--- config.mk ---
export PLATFORM = sky130hd
export DESIGN_NAME = electrode_cfg_serdes
export DESIGN_NICKNAME = d
export VERILOG_FILES = /design/src/rtl/electrode_cfg_serdes.sv
export SDC_FILE = /design/constraint.sdc
export NUM_CORES = 1
export LEC_CHECK = 0
export ABC_CLOCK_PERIOD_IN_PS = 4200
export CORE_MARGIN = 1.5
export CORE_UTILIZATION = 45
export CTS_BUF_LIST = sky130_fd_sc_hd__clkbuf_4 sky130_fd_sc_hd__clkbuf_8 sky130_fd_sc_hd__clkbuf_16
export CTS_CLUSTER_DIAMETER = 200
export DETAILED_ROUTE_END_ITERATION = 10
export PLACE_DENSITY = 0.69
export SLEW_MARGIN = 10
export SYNTH_ARGS = -nofsm -noshare
export SYNTH_HDL_FRONTEND = slang
export SYNTH_SLANG_ARGS = --single-unit
--- constraint.sdc ---
create_clock -name CLK -period 4.2 [get_ports CLK]
set_input_delay 0.63 -clock CLK [delete_from_list [all_inputs] [get_ports CLK]]
set_output_delay 0.63 -clock CLK [all_outputs]
set_load 0.02 [all_outputs]
--- src/rtl/electrode_cfg_serdes.sv ---
// electrode_cfg_serdes
//   Shifts N_CH parallel electrode configuration words out to N_CH
//   daisy-chained electrode registers over a shared divided shift clock,
//   capturing the returning bits of each chain as a readback word.
//   MSB-first (legacy) or LSB-first ordering.
//
// Ports
//   CLK, RST_N     system clock, asynchronous active-low reset
//   start          request a configuration cycle (sampled only in IDLE)
//   lsb_first      0: bit N_ELECTRODES-1 first, 1: bit 0 first
//   clk_div        sr_clk half-period in CLK cycles, minus 1
//   cfg_in         channel c at [c*N_ELECTRODES +: N_ELECTRODES]
//   serial_in      bit returning from the end of each chain
//   busy           high from LOAD through FINISH
//   enable_config  high while shifting
//   sr_clk         registered shift clock to the chains
//   serial_out     serial data per chain
//   readback       captured chain bits, same slicing as cfg_in
//   sr_finish      one-cycle completion pulse
module electrode_cfg_serdes #(
  parameter int unsigned N_ELECTRODES = 31,
  parameter int unsigned N_CH         = 2,
  parameter int unsigned DIV_W        = 4
) (
  input  logic                         CLK,
  input  logic                         RST_N,
  input  logic                         start,
  input  logic                         lsb_first,
  input  logic [DIV_W-1:0]             clk_div,
  input  logic [N_CH*N_ELECTRODES-1:0] cfg_in,
  input  logic [N_CH-1:0]              serial_in,
  output logic                         busy,
  output logic                         enable_config,
  output logic                         sr_clk,
  output logic [N_CH-1:0]              serial_out,
  output logic [N_CH*N_ELECTRODES-1:0] readback,
  output logic                         sr_finish
);

  localparam int unsigned   BW       = (N_ELECTRODES > 1) ? $clog2(N_ELECTRODES) : 1;
  localparam logic [BW-1:0] LAST_BIT = BW'(N_ELECTRODES - 1);

  typedef enum logic [2:0] {IDLE, LOAD, SHIFT_LO, SHIFT_HI, FINISH} state_t;

  state_t                         state, next_state;
  logic [N_CH*N_ELECTRODES-1:0]   shreg;
  logic [DIV_W-1:0]               div_q;
  logic [DIV_W-1:0]               phase_cnt;
  logic [BW-1:0]                  bit_cnt;
  logic                           lsb_q;
  logic                           phase_done;

  logic                           busy_d, en_d, sr_clk_d, fin_d;
  logic                           enter_lo, enter_hi, enter_fin;
  logic [N_CH*N_ELECTRODES-1:0]   src, sh_d, rb_d;
  logic                           ord;
  logic [N_CH-1:0]                bit_d;

  assign phase_done = (phase_cnt == div_q);

  // State register
  always_ff @(posedge CLK or negedge RST_N) begin
    if (!RST_N) state <= IDLE;
    else        state <= next_state;
  end

  // Next-state logic
  always_comb begin
    next_state = state;
    case (state)
      IDLE:     if (start) next_state = LOAD;
      LOAD:     next_state = SHIFT_LO;
      SHIFT_LO: if (phase_done) next_state = SHIFT_HI;
      SHIFT_HI: if (phase_done) next_state = (bit_cnt == LAST_BIT) ? FINISH : SHIFT_LO;
      FINISH:   next_state = IDLE;
      default:  next_state = IDLE;
    endcase
  end

  // Output decode: next values for the registered outputs, taken from
  // next_state so every output changes on the edge that enters a state.
  always_comb begin
    busy_d    = (next_state != IDLE);
    en_d      = (next_state == SHIFT_LO) || (next_state == SHIFT_HI);
    sr_clk_d  = (next_state == SHIFT_HI);
    fin_d     = (next_state == FINISH);
    enter_lo  = (next_state == SHIFT_LO) && (state != SHIFT_LO);
    enter_hi  = (next_state == SHIFT_HI) && (state != SHIFT_HI);
    enter_fin = (next_state == FINISH)   && (state != FINISH);
  end

  // Per-channel shift/readback datapath. On the LOAD->SHIFT_LO edge the
  // first bit comes straight from cfg_in, so loading and the first shift
  // happen on the same edge.
  always_comb begin
    src   = (state == LOAD) ? cfg_in : shreg;
    ord   = (state == LOAD) ? lsb_first : lsb_q;
    sh_d  = '0;
    rb_d  = '0;
    bit_d = '0;
    for (int unsigned c = 0; c < N_CH; c++) begin
      if (ord) begin
        bit_d[c] = src[c*N_ELECTRODES];
        sh_d[c*N_ELECTRODES +: N_ELECTRODES] =
          {1'b0, src[c*N_ELECTRODES+1 +: N_ELECTRODES-1]};
      end else begin
        bit_d[c] = src[c*N_ELECTRODES+N_ELECTRODES-1];
        sh_d[c*N_ELECTRODES +: N_ELECTRODES] =
          {src[c*N_ELECTRODES +: N_ELECTRODES-1], 1'b0};
      end
      if (lsb_q)
        rb_d[c*N_ELECTRODES +: N_ELECTRODES] =
          {serial_in[c], readback[c*N_ELECTRODES+1 +: N_ELECTRODES-1]};
      else
        rb_d[c*N_ELECTRODES +: N_ELECTRODES] =
          {readback[c*N_ELECTRODES +: N_ELECTRODES-1], serial_in[c]};
    end
  end

  always_ff @(posedge CLK or negedge RST_N) begin
    if (!RST_N) begin
      busy          <= 1'b0;
      enable_config <= 1'b0;
      sr_clk        <= 1'b0;
      sr_finish     <= 1'b0;
      serial_out    <= '0;
      readback      <= '0;
      shreg         <= '0;
      div_q         <= '0;
      lsb_q         <= 1'b0;
      phase_cnt     <= '0;
      bit_cnt       <= '0;
    end else begin
      busy          <= busy_d;
      enable_config <= en_d;
      sr_clk        <= sr_clk_d;
      sr_finish     <= fin_d;

      if (state == LOAD) begin
        div_q    <= clk_div;
        lsb_q    <= lsb_first;
        readback <= '0;
      end

      if (enter_lo) begin
        serial_out <= bit_d;
        shreg      <= sh_d;
      end else if (enter_fin) begin
        serial_out <= '0;
      end

      if (enter_hi) readback <= rb_d;

      if (next_state != state)
        phase_cnt <= '0;
      else if ((state == SHIFT_LO) || (state == SHIFT_HI))
        phase_cnt <= phase_cnt + 1'b1;

      if (state == LOAD)
        bit_cnt <= '0;
      else if ((state == SHIFT_HI) && (next_state == SHIFT_LO))
        bit_cnt <= bit_cnt + 1'b1;
    end
  end

endmodule

==> flow_summary.yaml, run 1 <==
run_status:
  status: "complete, no violations"
global_routing:
  grt-ovfl-total: 0
  grt_pass1_wl_um: 31000
  grt_pass1_vias: 6083
  antenna_found_initial: 0
  grt_max_degree: 113
  track_usage: 0.195
synth:
  ys_seq_area_frac: 0.436
  synthArstFlopShare: 1.00
  ys_seq_elements: 147
  synth_nets: 866
  avgSynthCellArea_um2: 10.7
  netlist_area_mm2: 0.00845
  synth_flop_cell: "dfrtp_1"
  yosysWarnings: 0
  synth-edff-count: 0
  synthTopCellsByArea: "dfrtp_1 (44%), mux2i_1 (22%), mux2_2 (8.5%), a211oi_1 (5.2%), nor2b_1 (4.4%)"
  yosysTopAreaCell: "dfrtp_1"
  synthMostInstantiatedCell: "mux2i_1"
  synth_top_area_frac: 0.436
  synth_cell_types: 36
  synth.top_cells.by_count: "mux2i_1 (189), dfrtp_1 (147), nand2_1 (85), a21oi_1 (66), mux2_2 (64)"
  syn_inst: 791
route:
  ant_nets: 0
  drc_errors: 0
  dr.pass1.iters: 4
  post_drt_wl_per_cell_um: 16.8
  drt-initial-drc-count: 264
  viasPerCell: 5.45
  wl_um: 19000
  vias: 6163
worst_setup_path:
  required_ns: 4.50
  cp_data_arrival_time_ns: 3.05
  r2r_start: "div_q[3]"
  startpoint_type: "flip-flop"
  r2r_slack_ns: 1.44
  worstSetupPathType: "flip-flop to flip-flop"
  startpoint: "div_q[3]"
  cp_max_fo: 43
  cp-end-kind: "flip-flop"
  reg2regPathDepth: 5
  worst_r2r_endpoint: "shreg[58]"
timing:
  slew_headroom: 0.197
  finalSetupViolations: 0
  finalSetupTns_ns: 0
  period_needed_ns: 2.76
  final_hold_viol_count: 0
  rsz0062_at_grt: "no"
  fin_worst_skew_ns: 0.00995
  fmax_mhz: 363
  finalCritPeriodShare: 0.656
  drv_slew: 0
  worst_slew_pin_slew_ns: 1.20
cells_and_area:
  drive_above_1_share: 0.123
  area_delta_synth_final_pct: 25.1
  diodes: 0
  fillers: 1600
  fin_util: 0.580
  final_design_area_no_fill_mm2: 0.0106
  fin_nets: 963
pwr:
  swShare: 0.297
  power_frac_seq: 0.407
  power.leakage_nw: 4.81
  vdd_ir_drop_max_mv: 0.345
  p_int_mw: 3.78
  clock_power_share: 0.307
  power_frac_comb: 0.286
  p_per_area_mw_per_mm2: 510
  p_sw_mw: 1.60
run:
  drv_cap: 0
placement:
  place_hpwl_um: 11900
  place_area_mm2: 0.00992
  gp_congestion: 0.800
  io_buffers: 139
hold_path:
  hp-class: "input port to asynchronous set/reset pin"
floorplan:
  die_area_mm2: 0.0196
  die_y_um: 140
  placement_rows: 49
  ios: 140
  core_area_mm2: 0.0182
  initial_utilization: 0.464
  die_w_um: 140
cts:
  numCtsBuffers: 17
  cts.sinks: 147
  clk_pin_slew_worst_paths_ns: 0.06
  cts_tree: "built"
  cts_resized: 0
  htreeDepth: 4
  worstSkewPairLatency_ns: 0.42
  postCtsSetupRepairBufs: 0
  cts.path.max_buffers: 2
  cts_hold_buffers: 0
  cts-root-buf: "clkbuf_16"
==> metrics by stage <==
stage | power [mW] | hold WS [ns] | worst slack (ns) | std cells
finish | 5.38 | 0.298 | 1.44 | 1130
floorplan | 3.29 | 0.334 | 2.09 | 791
detailed placement | 3.76 | 0.490 | 1.45 | 1098
global route | 5.71 | 0.388 | 1.33 | 1130
CTS | 5.44 | 0.355 | 1.44 | 1130
global placement | 3.72 | 0.488 | 1.48 | 1098
==> sequential cells by signal, summed over array words and instances, names as in the netlist <==
register       flops
bit_cnt            5
busy               1
div_q              4
enable_config      1
lsb_q              1
phase_cnt          4
readback          62
serial_out         2
shreg             62
sr_clk             1
sr_finish          1
state              3
==> kinds of logic after synthesis <==
logic type                 synth area share
DFF                                   0.436
muxes                                 0.309
adders and majority gates           0.00444
AOI/OAI and AO/OA                    0.0994
buffers and inverters                0.0404
and+or+nand+nor                       0.103
xor gates and xnor gates            0.00830
==> cell type report <==
| type | count | area (um2) | share of cell area |
|---|---|---|---|
| clock buffers | 18 | 433 | 0.0410 |
| multi-input cells | 573 | 4450 | 0.421 |
| flip-flops and latches | 147 | 3680 | 0.349 |
| well taps | 229 | 287 | 0.0271 |
| repair buffers | 145 | 1490 | 0.141 |
| inverters | 4 | 15.0 | 0.00142 |
| clock inverters | 14 | 211 | 0.0200 |
==> cells in the final DEF (no fill, tap or decap), types with 2 or more instances in the layout <==
| cell | netlist | final |
|---|---|---|
| a211oi_1 | 58 | 58 |
| a21oi_1 | 66 | 66 |
| buf_12 | 0 | 4 |
| buf_4 | 5 | 3 |
| bufinv_16 | 0 | 5 |
| clkbuf_16 | 0 | 17 |
| clkdlybuf4s50_1 | 0 | 137 |
| clkinv_2 | 0 | 4 |
| clkinv_4 | 0 | 3 |
| clkinvlp_4 | 0 | 2 |
| dfrtp_1 | 147 | 146 |
| ha_1 | 3 | 3 |
| inv_1 | 4 | 4 |
| mux2_2 | 64 | 64 |
| mux2i_1 | 189 | 189 |
| nand2_1 | 85 | 85 |
| nand2b_1 | 2 | 2 |
| nand3_1 | 2 | 2 |
| nand3b_1 | 2 | 2 |
| nand4_1 | 2 | 2 |
| nor2_1 | 10 | 10 |
| nor2b_1 | 59 | 59 |
| nor3_1 | 3 | 3 |
| o21ai_0 | 3 | 3 |
| o31ai_1 | 3 | 3 |
| or4_1 | 2 | 2 |
| xor2_1 | 7 | 7 |
==> worst max path at each step <==
stage	to	cells after the start	slack (ns)
final	shreg[58]	5	1.44
after global routing	shreg[58]	5	1.33
after CTS	shreg[58]	5	1.44
after detailed placement	shreg[58]	5	1.45
after global placement	shreg[41]	5	1.48
after floorplan	shreg[15]	6	2.09
==> per-layer routing <==
layer,routed length [um],track usage,vias up,part of all wire
met2,8270,0.294,129,0.44
met4,170,0.0521,0,0.0090
met3,1170,0.0588,13,0.061
li1,-,-,3041,-
met1,9390,0.274,2980,0.49
met5,0,0,-,0
==> critical path: stages (launching register included) <==
cell	delay, ns
dfrtp_1	0.39
xor2_1	0.18
or4_4	0.64
o21ai_4	0.69
buf_12	0.34
mux2_2	0.37
==> power by group through the flow <==
| stage | Clock (mW) | Sequential [mW] | Combinational [mW] |
|---|---|---|---|
| 2_1_floorplan | 0 | 2.16 | 1.12 |
| 3_3_place_gp | 0 | 2.21 | 1.51 |
| 3_5_place_dp | 0 | 2.22 | 1.54 |
| 4_1_cts | 1.70 | 2.19 | 1.55 |
| 5_1_grt | 1.76 | 2.26 | 1.70 |
| 6_report | 1.65 | 2.19 | 1.54 |
(Power assumes the default switching activity.)
==> run 2: changes to the inputs <==
- ABC_CLOCK_PERIOD_IN_PS: 4200 -> 2280
- PLACE_DENSITY: 0.69 -> 0.72
- clock period: 4.2 -> 2.28 ns (I/O delays scaled with it)
==> run 2 against run 1 <==
Fmax grew 26%; final area grew 1.8%; non-clock buffer count increased by 18; via count rose by 2.7%; global-route usage increased by 0.20 points; sequential cell count unchanged; core utilization up 1.0 points; sequential power increased by 84%; critical path depth did not move.
==> flow_summary.yaml, run 2 (synthesis results as in run 1) <==
global_routing:
  grtUsageMet3: 0.0520
  grt_max_degree: 68
  grt_pass1_vias: 6232
  grtUsageMet2: 0.293
  track_usage: 0.197
  grt-ovfl-total: 0
  grt_use_met1: 0.280
  grt_pass1_wl_um: 31400
  gr-max-usage-layer: "met2"
  antenna_found_initial: 1
route:
  vias: 6332
  viasPerCell: 5.51
  wl_um: 19000
  dr.pass1.iters: 5
  ant_nets: 0
  drc_errors: 0
  post_drt_wl_per_cell_um: 16.5
  drt-initial-drc-count: 280
floorplan:
  initial_utilization: 0.464
  core_area_mm2: 0.0182
  die_y_um: 140
  ios: 140
  die_w_um: 140
  placement_rows: 49
  die_area_mm2: 0.0196
run_status:
  status: "complete, no violations"
placement:
  place_area_mm2: 0.0102
  place_hpwl_um: 12600
  io_buffers: 139
  gp_congestion: 0.755
timing:
  fin_worst_skew_ns: 0.0125
  fmax_mhz: 456
  slew_headroom: 0.517
  finalCritPeriodShare: 0.962
  final_hold_viol_count: 0
  worst_slew_pin_slew_ns: 0.725
  period_needed_ns: 2.19
  drv_slew: 0
  finalSetupTns_ns: 0
  finalSetupViolations: 0
  rsz0062_at_grt: "no"
cells_and_area:
  mostFrequentLayoutCell: "mux2i_1"
  area_delta_synth_final_pct: 27.3
  final_design_area_no_fill_mm2: 0.0108
  final_cell_mix: "mux2i_1 (189), dfrtp_1 (146), clkdlybuf4s50_1 (137)"
  fin_nets: 981
  drive_above_1_share: 0.139
  reg_top3: "readback (62), shreg (62), bit_cnt (5)"
worst_setup_path:
  startpoint_type: "flip-flop"
  required_ns: 2.58
  max_stage_delay_ns: 0.61
  slowest_stage: "or4_4"
  cp_max_fo: 34
  cp_data_arrival_time_ns: 2.49
  path_cells: "xor2_1 -> or4_4 -> o21ai_4 -> buf_12 -> mux2_2"
  cp-end-kind: "flip-flop"
  worstSetupPathType: "flip-flop to flip-flop"
cts:
  cts_tree: "built"
  numCtsBuffers: 17
  htreeDepth: 4
  postCtsSetupRepairBufs: 0
  worstSkewPairLatency_ns: 0.42
  cts-root-buf: "clkbuf_16"
  clk_pin_slew_worst_paths_ns: 0.06
  cts.sinks: 147
  cts_resized: 0
  cts.path.max_buffers: 2
pwr:
  vdd_ir_drop_max_mv: 0.553
  p_per_area_mw_per_mm2: 899
  power.leakage_nw: 4.90
run:
  drv_cap: 0
hold_path:
  hp-class: "input port to flip-flop"
[run 2: routing by layer]
layer / wire length [um] / share of wire
met3: 1080 / 0.057
met4: 337 / 0.018
met1: 9240 / 0.49
met2: 8350 / 0.44
met5: 0 / 0
[run 2: worst max-delay path: cells and delay by family (launching register included)]
| kind | cells | cell delay (ns) |
|---|---|---|
| muxes | 1 | 0.36 |
| and+or+nand+nor | 1 | 0.61 |
| xor gates and xnor gates | 1 | 0.18 |
| buffers and inverters | 1 | 0.25 |
| DFF | 1 | 0.39 |
| AOI/OAI and AO/OA | 1 | 0.27 |
[run 2: metrics by stage]
stage | cells | hold slack (ns) | total power [mW] | setup WS, ns | utilization
after CTS | 1148 | 0.438 | 9.75 | 0.0754 | 0.590
after floorplan | 791 | 0.0464 | 6.05 | 0.165 | -
after detailed placement | 1115 | 0.343 | 7.01 | 0.0857 | 0.558
after global placement | 1115 | 0.340 | 6.91 | 0.127 | 0.558
final | 1149 | 0.450 | 9.66 | 0.0857 | 0.590
after global routing | 1148 | 0.466 | 10.3 | 0.00842 | 0.590
[run 2: final timing paths]
| path | start | end | slack, ns | depth (start not counted) |
|---|---|---|---|---|
| max in group asynchronous | RST_N | shreg[23] | 1.07 | 3 |
| max | div_q[3] | shreg[31] | 0.09 | 5 |
| min reg2reg | div_q[1] | div_q[1] | 0.50 | 2 |
| min in group asynchronous | RST_N | shreg[9] | 0.49 | 2 |
| min | clk_div[0] | div_q[0] | 0.45 | 3 |
| max reg2reg | div_q[3] | shreg[31] | 0.09 | 5 |
[run 2: timing repair]
item | CTS | global route
endpoints found under the hold margin | 50 | 0
hold buffers | 1 | 0
endpoints found under the setup margin | 0 | 0
[run 2: layout make-up]
class,count,area [um2]
Sequential cell,147,3680
Fill cell,1524,7460
Tap cell,229,287
Clock inverter,11,104
Timing Repair Buffer,163,1740
Multi-Input combinational cell,573,4450
Antenna cell,1,2.50
Inverter,4,15.0
Clock buffer,21,474
[run 2: report_power, final]
part	internal, mW	leakage (nW)	switching, mW
clock network	1.60	0.271	1.09
registers	3.37	1.88	0.645
logic	1.70	2.75	1.25
==> run 3: changes to the inputs <==
- GPL_TIMING_DRIVEN: default -> 0
==> run 3 against run 2 <==
Non-clock buffer count is 42 higher; clock skew shrank 0.0012 ns; largest cell class unchanged; die area did not move; critical endpoint is now shreg[21].
==> flow_summary.yaml, run 3 (synthesis results as in run 1) <==
run_status:
  status: "complete, no violations"
worst_setup_path:
  crit_buf_inv: 2
  max_stage_delay_ns: 0.59
  cp-end-kind: "flip-flop"
  path_cells: "xor2_1 -> or4_4 -> o21ai_4 -> buf_6 -> buf_4 -> mux2_2"
  startpoint_type: "flip-flop"
  cp_max_fo: 10
  r2r_start: "phase_cnt[3]"
  slowest_stage: "or4_4"
  worstSetupPathType: "flip-flop to flip-flop"
  required_ns: 2.58
  path_delay_family: "simple AND/OR/NAND/NOR gates"
  startpoint: "phase_cnt[3]"
  cp_data_arrival_time_ns: 2.53
cells_and_area:
  final_cell_mix: "mux2i_1 (189), dfrtp_1 (146), clkdlybuf4s50_1 (137)"
  multi_input_area_mm2: 0.00446
  reg_top3: "readback (62), shreg (62), bit_cnt (5)"
  mostFrequentLayoutCell: "mux2i_1"
  final_cells: 1191
  fin_nets: 1023
  area_delta_synth_final_pct: 27.9
  seqCellArea_mm2: 0.00368
  fillers: 1515
  drive_above_1_share: 0.142
  fin_util: 0.593
run:
  drv_cap: 0
global_routing:
  gr-max-usage-layer: "met2"
  antenna_found_initial: 2
  grt-ovfl-total: 0
  grt_max_degree: 93
  grtUsageMet2: 0.336
  grt_pass1_wl_um: 33600
  grt_use_met1: 0.282
  track_usage: 0.215
  grt_pass1_vias: 6598
  grtUsageMet3: 0.0786
floorplan:
  placement_rows: 49
  ios: 140
  initial_utilization: 0.464
  die_area_mm2: 0.0196
  core_area_mm2: 0.0182
  die_y_um: 140
  die_w_um: 140
timing:
  fin_worst_skew_ns: 0.0113
  worst_slew_pin_slew_ns: 0.797
  finalCritPeriodShare: 0.980
  slew_headroom: 0.469
  fmax_mhz: 448
  finalSetupViolations: 0
  final_hold_viol_count: 0
  finalSetupTns_ns: 0
  period_needed_ns: 2.23
  rsz0062_at_grt: "yes"
  drv_slew: 0
route:
  drt-initial-drc-count: 296
  dr.pass1.iters: 6
  post_drt_wl_per_cell_um: 17.3
  wl_um: 20700
  vias: 6485
  ant_nets: 0
  viasPerCell: 5.45
  drc_errors: 0
pwr:
  vdd_ir_drop_max_mv: 0.588
  p_per_area_mw_per_mm2: 904
  power.leakage_nw: 4.92
cts:
  worstSkewPairLatency_ns: 0.43
  cts.sinks: 147
  htreeDepth: 4
  postCtsSetupRepairBufs: 0
  clk_pin_slew_worst_paths_ns: 0.06
  cts-root-buf: "clkbuf_16"
  numCtsBuffers: 17
  cts.path.max_buffers: 2
  cts_tree: "built"
hold_path:
  hp-class: "input port to asynchronous set/reset pin"
placement:
  place_hpwl_um: 14500
  io_buffers: 138
  dp_cells: 1159
  gp_congestion: 0.858
## run 3: cell types whose count changed in the layout (fill, tap and decap cells not counted), moves of 3 or more
| cell | previous run | this run |
|---|---|---|
| buf_2 | 0 | 9 |
| clkinv_4 | 2 | 5 |
| clkbuf_8 | 3 | 0 |
| clkbuf_1 | 0 | 33 |
| clkbuf_2 | 0 | 9 |
| buf_6 | 1 | 9 |
| buf_12 | 13 | 0 |
| buf_4 | 11 | 3 |
## run 3: cell type report
type,instances,area share
timing repair buffer,140,0.132
clock buffer,18,0.0401
multi-input combinational,573,0.413
antenna,1,0.000232
sequential,147,0.341
tap,229,0.0265
buffer,65,0.0320
clock inverter,14,0.0145
inverter,4,0.00139
## run 3: metrics by stage
step	power [mW]	setup slack (ns)	hold slack, ns	instance area, um2
2_1_floorplan	6.05	0.165	0.0464	8450
3_3_place_gp	6.92	-5.32	0.484	10100
3_5_place_dp	7.00	-0.531	0.291	10100
4_1_cts	9.82	-0.126	0.429	10800
5_1_grt	10.4	-0.0338	0.453	10800
6_report	9.76	0.0463	0.425	10800
## run 3: what timing repair did
item	CTS	global route
hold buffers	1	0
endpoints found under the hold margin	55	0
gates resized for setup	9	17
endpoints found under the setup margin	130	121
## run 3: worst paths after layout
kind / end / slack [ns] / depth (start not counted)
worst max-delay path: shreg[21] / 0.05 / 6
worst min-delay path: shreg[12] / 0.42 / 2
min in group CLK: div_q[2] / 0.44 / 3
worst max register to register: shreg[21] / 0.05 / 6
worst min register to register: div_q[3] / 0.49 / 2
max in group asynchronous: readback[54] / 1.03 / 3
## run 3: layer usage
layer,part of all wire,routed length (um)
met2,0.44,9070
met1,0.46,9580
met4,0.017,347
met5,0.00063,13
met3,0.080,1650
## run 3: report_power, final
part	switching (mW)	internal [mW]
logic	1.29	1.70
clock network	1.14	1.63
registers	0.628	3.37
==> RTL edit: new RTL, flow settings as in run 2 <==
`DIV_W`: 4 -> 6.
--- a/src/rtl/electrode_cfg_serdes.sv
+++ b/src/rtl/electrode_cfg_serdes.sv
@@ -20,7 +20,7 @@
 module electrode_cfg_serdes #(
   parameter int unsigned N_ELECTRODES = 31,
   parameter int unsigned N_CH         = 2,
-  parameter int unsigned DIV_W        = 4
+  parameter int unsigned DIV_W        = 6
 ) (
   input  logic                         CLK,
   input  logic                         RST_N,
Ports: changed (resized clk_div); port bits go from 140 to 142. The function was not compared with the original's and may differ.
==> RTL edit against run 2 <==
- worst setup slack better by 150 ps
- sequential cell count rose by 4
- combinational power decreased by 8.5%
- largest power group unchanged
- critical path depth is 1 higher
- cell area grew 1.1%
- synthesized area is 1.5% higher
- power decreased by 2.8%
- non-clock buffer count increased by 3
- routed wire length down 1.9%
- clock power rose by 2%
- synthesized cell count decreased by 6.8%
- highest routed layer unchanged
==> RTL edit: results (changes against run 2) <==
| Metric | Value |
|---|---|
| Status | complete, no violations |
| Uppermost layer routed | met4 |
| Clk network pwr share | 29.2% (+1.3 points) |
| Met3 WL | 748 um (-31%) |
| Nets | 942 (-4.0%) |
| Worst Skew | 9.82 ps (-2.70 ps) |
| Final number of hold-violating endpoints | 0 (unchanged) |
| Synth cell types | 49 (+36%) |
| HPWL after DPL | 12.4 mm (-1.8%) |
| M1 GR Usage | 27.2% (-0.75 points) |
| Comb. pwr | 2.70 mW (-8.5%) |
| Hold-fix buffers, CTS | 1 (unchanged) |
| Met2 Use GR | 30.4% (+1.0 points) |
| Mean routed wirelength per cell | 16.8 um (+1.3%) |
| Reg2Reg Depth | 6 (+1) |
| Met2 routed WL | 8.47 mm (+1.4%) |
| Regs by FF count | readback (62), shreg (62) |
| Mux cell area share after synthesis | 36.2% (+5.3 points) |
| Worst Hold Class | in2async |
| Crit-path slowest cell | dfrtp_1 |
| Worst setup path startpoint | state[0] |
| Drt first-iter violations | 298 (+6.4%) |
| Compound-Gate Fraction of Synth Area | 5.72% (-4.2 points) |
| Worst reg2reg setup slack | 230 ps (+150 ps) |
| Met1 wire length | 9.18 mm (-0.72%) |
| FFs w/ async S/R, synth | 100% (unchanged) |
| Critical path class | reg2reg |
| Most frequent cells after synthesis | 227 x mux2i_1, 151 x dfrtp_1, 97 x nand2_1, 30 x a211oi_1, 30 x mux2_4 |
| Dominant cells by area after synthesis | dfrtp_1 44%, mux2i_1 27%, mux2_4 5.3% |
| First-pass GRT wire length | 31.4 mm (about the same) |
| Initial antenna violation count | 0 (-1) |
| Internal | 6.50 mW (-2.6%) |
| Crit Path Max Fanout | 21 (-38%) |
| Share of cells above drive strength 1 | 14.0% (+0.081 points) |
| CTS H-tree lvls | 4 (unchanged) |
| Largest net degree at the start of global routing | 65 (-4.4%) |
| TritonCTS Buffers | 17 (unchanged) |
| Post-synthesis xor/xnor area fraction | 1.12% (+0.29 points) |
| Final Cycle Share | 89.8% (-6.5 points) |
| Lkg Pwr | 5.01 nW (+2.2%) |
| CP top delay family | multiplexers |
| PortBufs | 141 (+1.4%) |
| Post-place setup slack | 271 ps (+185 ps) |
| WP data arrival | 2350 ps (-140 ps) |
| GP Congestion | 0.788 (+4.4%) |
| Synthesized-area fraction occupied by adder cells | 0.438% (-0.0064 points) |
| Worst IR Drop VDD | 0.535 mV (-3.2%) |
| Total number of vias | 5938 (-6.2%) |
| Post-Syn Nets | 814 (-6.0%) |
| WHS | 411 ps (-38.3 ps) |
| R2R Path End | shreg[10] |
| Actual slew at the worst max-slew pin | 655 ps (-69.6 ps) |
| Register area share after synthesis | 44.1% (+0.54 points) |
| Antenna fix cells | 0 (-1) |
| Initial DRT Pass Iterations | 4 (-1) |
| Max stage delay on crit path | 490 ps (-120 ps) |
| Vias in the first global route | 6077 (-2.5%) |
| Met3 Usage GRT | 5.26% (+0.068 points) |
| Total Routing Usage GR | 19.7% (-0.063 points) |
| Worst-Skew Late Latency | 420 ps (about the same) |
## RTL edit: changes by cell type after synthesis, sizes merged, moves of 3 or more
cell	change
o31ai	-3
a211oi	-28
nor2b	-33
buf	+13
a21oi	-38
nor2	-4
dfrtp	+4
clkbuf	-23
o21ai	-3
mux2i	+39
nand4	+3
nand2	+12
or4	-3
a41oi	+3
## RTL edit: through the flow
| stage | total power, mW | instances | instance area, um2 |
|---|---|---|---|
| finish | 9.39 | 1112 | 10900 |
| global route | 9.95 | 1112 | 10900 |
| CTS | 9.48 | 1112 | 10900 |
| detailed placement | 6.68 | 1079 | 10300 |
| global placement | 6.62 | 1079 | 10300 |
| floorplan | 5.86 | 737 | 8570 |
## RTL edit: final cells by class
cell class | instances | area [um2]
clock buffer | 17 | 425
tap | 234 | 293
clock inverter | 15 | 144
fill | 1543 | 7830
sequential | 151 | 3780
inverter | 3 | 11.3
timing repair buffer | 166 | 1770
multi-input combinational | 526 | 4450
